--- src/rtl/ex_alu_unit.sv ---
// ex_alu_unit: execute-stage RV32I integer ALU with one output register stage.
// Decodes alu_op/func3/func7 into a 4-bit control code, evaluates the
// arithmetic, logic, shift or branch compare, and registers the outcome.
// Optional feature macro: ALU_OVF_FLAG_EN adds a registered signed-overflow
// flag (ovf) for ADD/SUB.
module ex_alu_unit #(
    parameter int XLEN = 32
) (
    input  logic            clk,
    input  logic            rst,
    input  logic            in_valid,
    input  logic            flush,
    input  logic [2:0]      alu_op,
    input  logic [2:0]      func3,
    input  logic            func7,
    input  logic [XLEN-1:0] op_a,
    input  logic [XLEN-1:0] op_b,
    output logic            out_valid,
    output logic [XLEN-1:0] alu_o,
    output logic            br_mark,
`ifdef ALU_OVF_FLAG_EN
    output logic            ovf,
`endif
    output logic [3:0]      alu_ctrl
);

    typedef enum logic [3:0] {
        ALU_ADD  = 4'd0,  ALU_SUB  = 4'd1,  ALU_SLL  = 4'd2,  ALU_SLT  = 4'd3,
        ALU_SLTU = 4'd4,  ALU_XOR  = 4'd5,  ALU_SRL  = 4'd6,  ALU_SRA  = 4'd7,
        ALU_OR   = 4'd8,  ALU_AND  = 4'd9,  ALU_BEQ  = 4'd10, ALU_BNE  = 4'd11,
        ALU_BLT  = 4'd12, ALU_BGE  = 4'd13, ALU_BLTU = 4'd14, ALU_BGEU = 4'd15
    } alu_code_e;

    localparam logic [2:0] OP_BRANCH = 3'b001;
    localparam logic [2:0] OP_RTYPE  = 3'b010;
    localparam logic [2:0] OP_ITYPE  = 3'b011;

    alu_code_e       code;
    logic [XLEN-1:0] sum;
    logic [XLEN-1:0] diff;
    logic [4:0]      shamt;
    logic            lt_s;
    logic            lt_u;
    logic [XLEN-1:0] res_d;
    logic            br_d;

    logic            out_valid_q;
    logic [XLEN-1:0] alu_q;
    logic            br_q;
    logic [3:0]      ctrl_q;

    // Decode the instruction class and function fields into an ALU control code.
    always_comb begin
        // NOTE: default first so every path assigns code and no latch is inferred.
        code = ALU_ADD;
        case (alu_op)
            OP_BRANCH: begin
                case (func3)
                    3'b000:  code = ALU_BEQ;
                    3'b001:  code = ALU_BNE;
                    3'b100:  code = ALU_BLT;
                    3'b101:  code = ALU_BGE;
                    3'b110:  code = ALU_BLTU;
                    3'b111:  code = ALU_BGEU;
                    default: code = ALU_ADD;
                endcase
            end
            OP_RTYPE, OP_ITYPE: begin
                case (func3)
                    // Immediate forms have no SUB; bit 30 is part of the immediate.
                    3'b000:  code = (func7 && alu_op == OP_RTYPE) ? ALU_SUB : ALU_ADD;
                    3'b001:  code = ALU_SLL;
                    3'b010:  code = ALU_SLT;
                    3'b011:  code = ALU_SLTU;
                    3'b100:  code = ALU_XOR;
                    3'b101:  code = func7 ? ALU_SRA : ALU_SRL;
                    3'b110:  code = ALU_OR;
                    default: code = ALU_AND;
                endcase
            end
            default: code = ALU_ADD;
        endcase
    end

    assign sum   = op_a + op_b;
    assign diff  = op_a - op_b;
    assign shamt = op_b[4:0];
    assign lt_s  = $signed(op_a) < $signed(op_b);
    assign lt_u  = op_a < op_b;

    // Evaluate the selected operation; branch codes produce only the compare bit.
    always_comb begin
        res_d = '0;
        br_d  = 1'b0;
        case (code)
            ALU_ADD:  res_d = sum;
            ALU_SUB:  res_d = diff;
            ALU_SLL:  res_d = op_a << shamt;
            ALU_SLT:  res_d = {{(XLEN-1){1'b0}}, lt_s};
            ALU_SLTU: res_d = {{(XLEN-1){1'b0}}, lt_u};
            ALU_XOR:  res_d = op_a ^ op_b;
            ALU_SRL:  res_d = op_a >> shamt;
            ALU_SRA:  res_d = $unsigned($signed(op_a) >>> shamt);
            ALU_OR:   res_d = op_a | op_b;
            ALU_AND:  res_d = op_a & op_b;
            ALU_BEQ:  br_d  = (op_a == op_b);
            ALU_BNE:  br_d  = (op_a != op_b);
            ALU_BLT:  br_d  = lt_s;
            ALU_BGE:  br_d  = !lt_s;
            ALU_BLTU: br_d  = lt_u;
            default:  br_d  = !lt_u;
        endcase
    end

    // Result register: capture on accepted input, flush wins over in_valid.
    always_ff @(posedge clk or posedge rst) begin
        // NOTE: every output register is reset so outputs are defined before the first capture.
        if (rst) begin
            out_valid_q <= 1'b0;
            alu_q       <= '0;
            br_q        <= 1'b0;
            ctrl_q      <= '0;
        end else begin
            // NOTE: non-blocking assignments keep all registers updating from pre-edge values.
            out_valid_q <= in_valid && !flush;
            if (in_valid && !flush) begin
                alu_q  <= res_d;
                br_q   <= br_d;
                ctrl_q <= code;
            end
        end
    end

    assign out_valid = out_valid_q;
    assign alu_o     = alu_q;
    assign br_mark   = br_q;
    assign alu_ctrl  = ctrl_q;

`ifdef ALU_OVF_FLAG_EN
    logic ovf_d;
    logic ovf_q;

    // Signed overflow: operands agree in sign (ADD) or differ (SUB) and the result sign flips.
    always_comb begin
        ovf_d = 1'b0;
        if (code == ALU_ADD)
            ovf_d = (op_a[XLEN-1] == op_b[XLEN-1]) && (sum[XLEN-1] != op_a[XLEN-1]);
        else if (code == ALU_SUB)
            ovf_d = (op_a[XLEN-1] != op_b[XLEN-1]) && (diff[XLEN-1] != op_a[XLEN-1]);
    end

    // Overflow flag register, captured alongside alu_o.
    always_ff @(posedge clk or posedge rst) begin
        if (rst)
            ovf_q <= 1'b0;
        else if (in_valid && !flush)
            ovf_q <= ovf_d;
    end

    assign ovf = ovf_q;
`endif

endmodule

--- config.mk ---
export PLATFORM = sky130hd
export DESIGN_NAME = ex_alu_unit
export DESIGN_NICKNAME = d
export VERILOG_FILES = /design/src/rtl/ex_alu_unit.sv
export SDC_FILE = /design/constraint.sdc
export NUM_CORES = 1
export LEC_CHECK = 0
export ABC_CLOCK_PERIOD_IN_PS = 3000
export CAP_MARGIN = 20
export CORE_ASPECT_RATIO = 1.75
export CORE_MARGIN = 2
export CORE_UTILIZATION = 45
export CTS_BUF_LIST = sky130_fd_sc_hd__clkbuf_16
export DETAILED_ROUTE_END_ITERATION = 10
export PLACE_DENSITY = 0.66
export SETUP_SLACK_MARGIN = 0.2
export SLEW_MARGIN = 15
export SYNTH_ARGS = -nofsm -noshare
export SYNTH_HDL_FRONTEND = slang
export SYNTH_SLANG_ARGS = --single-unit
--- constraint.sdc ---
create_clock -name clk -period 3 [get_ports clk]
set_input_delay 0.6 -clock clk [delete_from_list [all_inputs] [get_ports clk]]
set_output_delay 0.6 -clock clk [all_outputs]
set_load 0.1 [all_outputs]
# Word level (Yosys, flattened, before mapping)
# Cells that the tools add are included.
# W data, S select, Z words.
totals:
  wordCells: 56
  regBits: 38
  inputBits: 75
  out_inout_bits: 38
op_classes:
  n_lt_le_gt_ge: 2
  muxes: 7
  n_reduce_logical: 9
  n_shift: 3
  n_bitwise: 3
  addsub: 2
  n_eq_ne: 26
ops:
  columns: ["cell", "n"]
  rows:
  - ["$pmux W32 S10", 1]
  - ["$lt A32 B32 Y1", 2]
  - ["$add A32 B32 Y32", 1]
  - ["$and A32 B32 Y32", 1]
  - ["$eq A32 B32 Y1", 1]
  - ["$ne A32 B32 Y1", 1]
  - ["$or A32 B32 Y32", 1]
  - ["$shl A32 B5 Y32", 1]
  - ["$shr A32 B5 Y32", 1]
  - ["$sshr A32 B5 Y32", 1]
  - ["$sub A32 B32 Y32", 1]
  - ["$xor A32 B32 Y32", 1]
  - ["$eq A4 B4 Y1 const B", 7]
  - ["$pmux W4 S7", 1]
  - ["$pmux W4 S6", 1]
  - ["$eq A4 B3 Y1 const B", 4]
  - ["$eq A3 B2 Y1 const B", 4]
  - ["$eq A3 B3 Y1 const B", 4]
  - ["$reduce_or A10 Y1", 1]
  - ["$eq A4 B2 Y1 const B", 2]
  - ["$pmux W4 S2", 1]
  - ["$eq A3 B1 Y1 const B", 2]
  - ["$pmux W1 S6", 1]
  - ["$eq A4 B1 Y1 const B", 1]
  - ["6 further kinds", 10]

# Logic depth before layout (Yosys ltp)
# Gate-level depths: netlist (run 1).
logic_depth:
  ltp_word: 8
  ltp_mapped: 15
  ltp_nobuf: 13

# Least setup slack after synthesis (run 1)
# Ideal clock, no wire load.
synth_path:
  path_kind: "input to register"
  start: "input op_b[1]"
  end: "register alu_q[31], in the netlist alu_o[31]"
  arrival_ns: 3.871
  setup_ns: 0.126
  setup_slack_ns: -0.997
  required_time_ns: 2.874
  path_buffers: 3
  cell_stages: 15
  path_cell_list: "buf_2 inv_2 buf_1 buf_2 ha_1 o21ba_1 o311ai_2 a211oi_2 o32ai_1 nor3_1 o31ai_2 a31oi_1 a311o_1 nand3_1 a21oi_1"
synth_via:
  elab_chain_cells: 2
  elab_cells_between_ends: 6
  classes_between: "2 x add/sub; 3 x shift; 1 x mux"
synth_rtl:
  columns: ["item", "line_no", "source"]
  rows:
  - ["start: declaration", "17", "input logic [XLEN-1:0] op_b,"]
  - ["$sub A32 B32 Y32 (tied with other cells)", "86", "assign diff = op_a - op_b;"]
  - ["$pmux W32 S10 (*)", "95", "case (code)"]
  - ["end signal: assignment", "127", "alu_q <= res_d;"]
  - ["end: declaration", "48", "logic [XLEN-1:0] alu_q;"]
# Every way passes the cells marked *; elsewhere a longest branch is shown, timed or not.
# A chain may end at the register's enable or synchronous reset.

# Worst setup path in the final report (run 1)
layout_path:
  start: "input op_a[0]"
  end: "register alu_q[26], in the netlist alu_o[26]"
layout_via:
  elab_chain_cells: 2
  elab_cells_between_ends: 6
  classes_between: "2 x add/sub; 3 x shift; 1 x mux"
layout_rtl:
  columns: ["item", "line_no", "source"]
  rows:
  - ["start: declaration", "16", "input logic [XLEN-1:0] op_a,"]
  - ["$sub A32 B32 Y32 (tied with other cells)", "86", null]
  - ["$pmux W32 S10 (*)", "95", null]
# Marked as above.

==> results of run 1 <==
[per-layer routing]
| layer | part of all wire, % | vias up | track usage, % | wire, um |
|---|---|---|---|---|
| li1 | - | 6725 | - | - |
| met1 | 32 | 7297 | 51.4 | 20500 |
| met2 | 45 | 1189 | 82.1 | 28500 |
| met3 | 9.7 | 501 | 11.2 | 6160 |
| met4 | 13 | 2 | 48.1 | 8110 |
| met5 | 0.021 | - | 0 | 13 |
[cells in the final DEF, fill, tap and decap left out, drive strengths merged, types with 17 or more instances in the layout]
cell         netlist  layout
a31oi             31      31
nand2            136     136
buf               52     672
nor2             188     188
mux2i             59      59
dlygate4sd2        0      21
a211oi            51      51
o21ai            129     129
a21oi            157     157
nand2b            18      18
ha                97      97
nand3             24      24
inv               94      93
dfrtp             38      38
nor3              38      38
a21o              21      21
xnor2             17      17
o211ai            25      25
[tightest hold or removal path, delay by kind of cell, from the launching register on]
kind / cells / cell delay (ns)
flip-flops: 1 / 0.34
AO/OA/AOI/OAI: 1 / 0.06
AND/OR/NAND/NOR: 1 / 0.05
[state kept, by name (all words and copies together), names as in the netlist]
signal,cells
alu_o,32
alu_ctrl,4
br_mark,1
out_valid,1
[final timing paths]
check	slack [ns]	end	cells past startpoint
setup / recovery	-0.22	alu_o[26]	15
hold / removal	0.48	alu_ctrl[1]	2
setup reg to reg	1.49	alu_o[31]	4
hold reg to reg	0.48	alu_ctrl[1]	2
max in group asynchronous	1.87	alu_o[22]	3
min in group asynchronous	0.73	alu_o[7]	3
[layout make-up]
class                      count  area (um^2)
clock buffer                   5          125
fill                        1408         3820
sequential                    38          951
clock inverter                 2         10.0
tap                          296          370
timing repair buffer         717         6040
inverter                      96          438
multi-input combinational   1252        10300
[logic make-up after synthesis]
logic type / after synthesis
compound gates: 568
simple gates: 481
buf+inv: 211
fa+ha+maj: 99
mux: 81
flops: 38
xor+xnor: 23
[power groups by stage]
stage          clock [uW]  combinational, uW  sequential [uW]
2_1_floorplan           0               1410             1430
3_3_place_gp            0               3630              698
3_5_place_dp            0               3670              702
4_1_cts               534               4140              694
5_1_grt               553               4710              712
6_report              544               4550              705
[through the flow]
step	instance area [um^2]	cells	total power, uW	util (%)	hold slack (ns)
6_report	18300	2406	5800	82.7	0.483
5_1_grt	18300	2406	5980	82.7	0.524
4_1_cts	17300	2375	5370	78.3	0.488
3_5_place_dp	15000	2293	4370	68.1	0.475
3_3_place_gp	15000	2293	4330	68.1	0.455
2_1_floorplan	10400	1501	2840	-	0.792
[repair_timing]
| action | CTS | global route |
|---|---|---|
| cloned | 4 | 0 |
| setup endpoints to repair | 33 | 33 |
| setup buffers | 71 | 31 |
| pin swaps | 147 | 113 |
| gates resized for setup | 505 | 216 |
==> results.toml, run 1 <==
[sta]
rsz0062_at_grt = "true"
fin_setup_tns_ns = -0.856
maxSlewViolCount = 0
fmax_mhz = 310
period_share_pct = 107
clock_skew_ns = 0
setup_viol = 12
relSlewSlack_pct = 55.0
period_needed_ns = 3.22
setup_slack_ns = -0.221
max_slew.worst_pin.slew_ns = 0.675
final_hold_viol_count = 0

[power]
seq_power_share_pct = 12.2
power_frac_comb_pct = 78.5
ir_drop_mv = 0.236
internal_power_uw = 2740
p_leak_uw = 0.00825
clockPowerShare_pct = 9.4
p_sw_uw = 3060
p_per_area_nw_per_um2 = 318
switching_share_pct = 52.8

[setup_path]
worstPathCellList = "buf_8 -> inv_4 -> ha_4 -> fa_2 -> o21bai_4 -> a221oi_2 -> o21bai_2 -> a221oi_4 -> buf_4 -> o21ai_2 -> a221oi_2 -> nor2_1 -> o311ai_2 -> xnor2_1 -> a221o_1"
worstReg2RegStart = "alu_o[31]"
cp_common_cell = "a221oi_2"
cp_max_fo = 3
cp_slowest_cell = "a221oi_4"
crit_path_start = "op_a[0]"
slowest_delay_ns = 0.45
critical_path_class = "primary input to register"
cp-start-kind = "primary input"
cp-end-kind = "register"
cp.arrival_ns = 3.40
path_buf_inv = 3
crit_required_ns = 3.18
crit_family = "compound AO/OA/AOI/OAI gates"

[die]
core_um2 = 22100
num_io_pins = 113
die_h_um = 202
rows = 72
dieWidth_um = 117
die-area_um2 = 23800
initial_core_util_pct = 45.9

[global_routing]
grt_use_total_pct = 49.8
grt_max_degree = 59
grt_overflow = 0
grt_pass1_wl_um = 90500
antenna_found_initial = 1
grt_pass1_vias = 15300

[yosys]
synth_top_area_share_pct = 12.0
synth_area_um2 = 10100
synth_mux_area_share_pct = 10.1
synth_area_leader_cell = "ha_1"
synth_cell_types = 83
async_flop_share_pct = 100
synthSimpleGateAreaFrac_pct = 21.2
ys_seq_elements = 38
syn_nets = 1675
synth_top_family_by_area = "compound AO/OA/AOI/OAI gates"
synth_area_leaders = "ha_1 12%, dfrtp_1 9.4%, a21oi_1 7.8%, nor2_1 7.0%, o21ai_0 6.0%"
synth_xor_area_share_pct = 1.99
synth_adder_area_share_pct = 12.4
ys_seq_area_share_pct = 9.39
syn_inst = 1501
ys.flop_type = "dfrtp_1"
synth_common_cells = "188 x nor2_1, 157 x a21oi_1, 136 x nand2_1"
synth_edf_count = 0
ys_warn_count = 0
synth_compound_area_share_pct = 36.6
synth.most_common_cell = "nor2_1"
syn_avg_cell_area_um2 = 6.75

[clock_tree]
cts_tree = "yes"
clk_latency_ns = 0.30
htreeDepth = 2
cts_sinks = 38
cts.path.max_buffers = 2
cts-hold-fix-buffers = 0
cts_inserted_buffers = 5
clk_pin_slew_ns = 0.06
root_buffer = "clkbuf_16"

[outcome]
outcome = "finished, violations left"
violations = "setup timing"

[placed_design]
gp_congestion = 1.09
place_ws_ns = -1.01
hpwl_um = 46100
portBuffers = 112

[hold_path]
worstHoldStart = "alu_ctrl[1]"
hp-class = "register to register"

[drt]
wl_um = 63300
wl_per_cell_um = 26.3
ant_nets = 0
drcViolationCount = 0
avgViaCountPerCell = 6.53
vias = 15700
firstDrtPassIters = 7
drtIter0Drc = 1964

[flow_run]
drv_cap = 0

[layout]
fin_nets = 2284
drive_gt1_share_pct = 50.0
num_antenna_cells = 0
syn2layout_area_growth_pct = 80.3
(Power assumes the default switching activity.)
==> run 2, diff against run 1 <==
--- a/config.mk
+++ b/config.mk
@@ -8,13 +8,11 @@
 export ABC_CLOCK_PERIOD_IN_PS = 3000
 export CAP_MARGIN = 20
 export CORE_ASPECT_RATIO = 1.75
-export CORE_MARGIN = 2
 export CORE_UTILIZATION = 45
 export CTS_BUF_LIST = sky130_fd_sc_hd__clkbuf_16
 export DETAILED_ROUTE_END_ITERATION = 10
 export PLACE_DENSITY = 0.66
 export SETUP_SLACK_MARGIN = 0.2
-export SLEW_MARGIN = 15
 export SYNTH_ARGS = -nofsm -noshare
 export SYNTH_HDL_FRONTEND = slang
 export SYNTH_SLANG_ARGS = --single-unit
==> results.toml, run 2 (synthesized netlist as in run 1, its figures left out) <==
[global_routing]
grt_pass1_wl_um = 86200
grt_use_total_pct = 50.1
grt_overflow = 0
grt_max_degree = 75
antenna_found_initial = 1
grt_pass1_vias = 15100

[setup_path]
cp_max_fo = 5
crit_required_ns = 3.17
cp-end-kind = "register"
slowest_delay_ns = 0.43
path_buf_inv = 4
crit_family = "compound AO/OA/AOI/OAI gates"
cp_common_cell = "a21oi_2"
worstPathCellList = "buf_8 -> inv_6 -> ha_4 -> fa_2 -> o21bai_4 -> a221oi_2 -> o21bai_2 -> a221oi_4 -> buf_12 -> buf_4 -> or3_4 -> a21oi_2 -> a211o_1 -> a21oi_2 -> a2111oi_4 -> o21ai_1"
cp_slowest_cell = "a2111oi_4"
critical_path_class = "primary input to register"
cp-start-kind = "primary input"
cp.arrival_ns = 3.43

[power]
p_leak_uw = 0.00821
report.power.total_uw = 5710
ir_drop_mv = 0.234
p_per_area_nw_per_um2 = 316

[die]
dieWidth_um = 115
initial_core_util_pct = 45.9
die-area_um2 = 23100
rows = 72
core_um2 = 22100
die_h_um = 200
num_io_pins = 113

[drt]
firstDrtPassIters = 8
drtIter0Drc = 1967
avgViaCountPerCell = 6.51
wl_per_cell_um = 25.8
vias = 15600
wl_um = 61800
ant_nets = 0
drcViolationCount = 0

[clock_tree]
htreeDepth = 2
cts_sinks = 38
root_buffer = "clkbuf_16"
clk_latency_ns = 0.29
cts_inserted_buffers = 5
clk_pin_slew_ns = 0.06
cts.path.max_buffers = 2
cts_tree = "yes"

[flow_run]
drv_cap = 0

[sta]
period_needed_ns = 3.26
fin_setup_tns_ns = -0.644
setup_viol = 6
fmax_mhz = 306
period_share_pct = 109
final_hold_viol_count = 0
rsz0062_at_grt = "true"
clock_skew_ns = 0
setup_slack_ns = -0.265
relSlewSlack_pct = 48.5
max_slew.worst_pin.slew_ns = 0.767
maxSlewViolCount = 0

[layout]
layout_common_cells = "566 x buf_4, 166 x nor2_1, 130 x nand2_1"
drive_gt1_share_pct = 48.9
nFillCells = 1442
fin_nets = 2273
num_antenna_cells = 0
mostFrequentLayoutCell = "buf_4"
syn2layout_area_growth_pct = 78.3
largest_reg_flops = 32

[outcome]
violations = "setup timing"
outcome = "finished, violations left"

[placed_design]
hpwl_um = 44300
gp_congestion = 1.07
portBuffers = 112

[hold_path]
hp-class = "register to register"
## run 2: cell count changes in the layout (fill, tap and decap cells not counted), sizes merged
cell,change
clkdlybuf4s15,+3
dlygate4sd2,+1
inv,+1
buf,-25
bufbuf,-2
clkinv,-1
clkdlybuf4s50,+1
dlymetal6s2s,+7
clkbuf,+4
## run 2: report_power, final
part | total [uW] | internal [uW] | leakage, uW | switching [uW]
logic | 4470 | 1760 | 0.00768 | 2710
clock network | 546 | 301 | 0.0000694 | 244
registers | 699 | 615 | 0.000454 | 83.3
total | 5710 | 2680 | 0.00821 | 3040
## run 2: worst register-to-register path, delay by kind of cell (launching register included)
| family | cells | cell delay [ns] |
|---|---|---|
| compound gates | 4 | 1.03 |
| flops | 1 | 0.44 |
## run 2: timing repair
action / in CTS / in global routing
gates cloned: 2 / 1
gates resized for setup: 410 / 222
hold endpoints to repair: 0 / 0
pin swaps: 128 / 145
setup endpoints to repair: 33 / 33
hold buffers: 0 / 0
setup buffers: 53 / 43
## run 2: final timing paths
path	from	endpoint	slack (ns)	depth (start not counted)
worst min-delay path	alu_ctrl[0]	alu_ctrl[0]	0.48	2
min in group asynchronous	rst	alu_o[7]	0.72	3
max in group asynchronous	rst	alu_o[29]	1.88	3
worst max-delay path	op_a[0]	alu_o[12]	-0.26	16
worst min register to register	alu_ctrl[0]	alu_ctrl[0]	0.48	2
worst max register to register	alu_o[31]	alu_o[31]	1.41	4
## run 2: layer usage
metal,up-vias,routed length [um],GRT usage [%],part of all wire (%)
met5,-,0,0,0
met4,0,6850,43.7,11
met3,460,6780,12.4,11
met2,1175,27900,80.9,45
met1,7252,20200,53.2,33
li1,6697,-,-,-
## run 2: area by class of cell
type,instances,area [um^2],share of cell area (%)
sequential,38,951,5.27
clock buffer,5,125,0.693
tap,296,370,2.05
multi-input combinational,1252,10300,56.8
clock inverter,2,10.0,0.0554
inverter,96,413,2.29
timing repair buffer,706,5930,32.8
## run 2: metrics by stage
step                      cell area (um^2)  hold slack (ns)  setup WS [ns]  cells  util, %
after floorplan                      10400            0.792         -0.280   1501        -
after global placement               15100            0.455         -0.922   2289     68.2
after detailed placement             15100            0.461         -0.993   2289     68.2
after CTS                            16900            0.483         -0.127   2351     76.5
after global routing                 18100            0.500         -0.344   2395     81.8
final                                18100            0.477         -0.265   2395     81.8
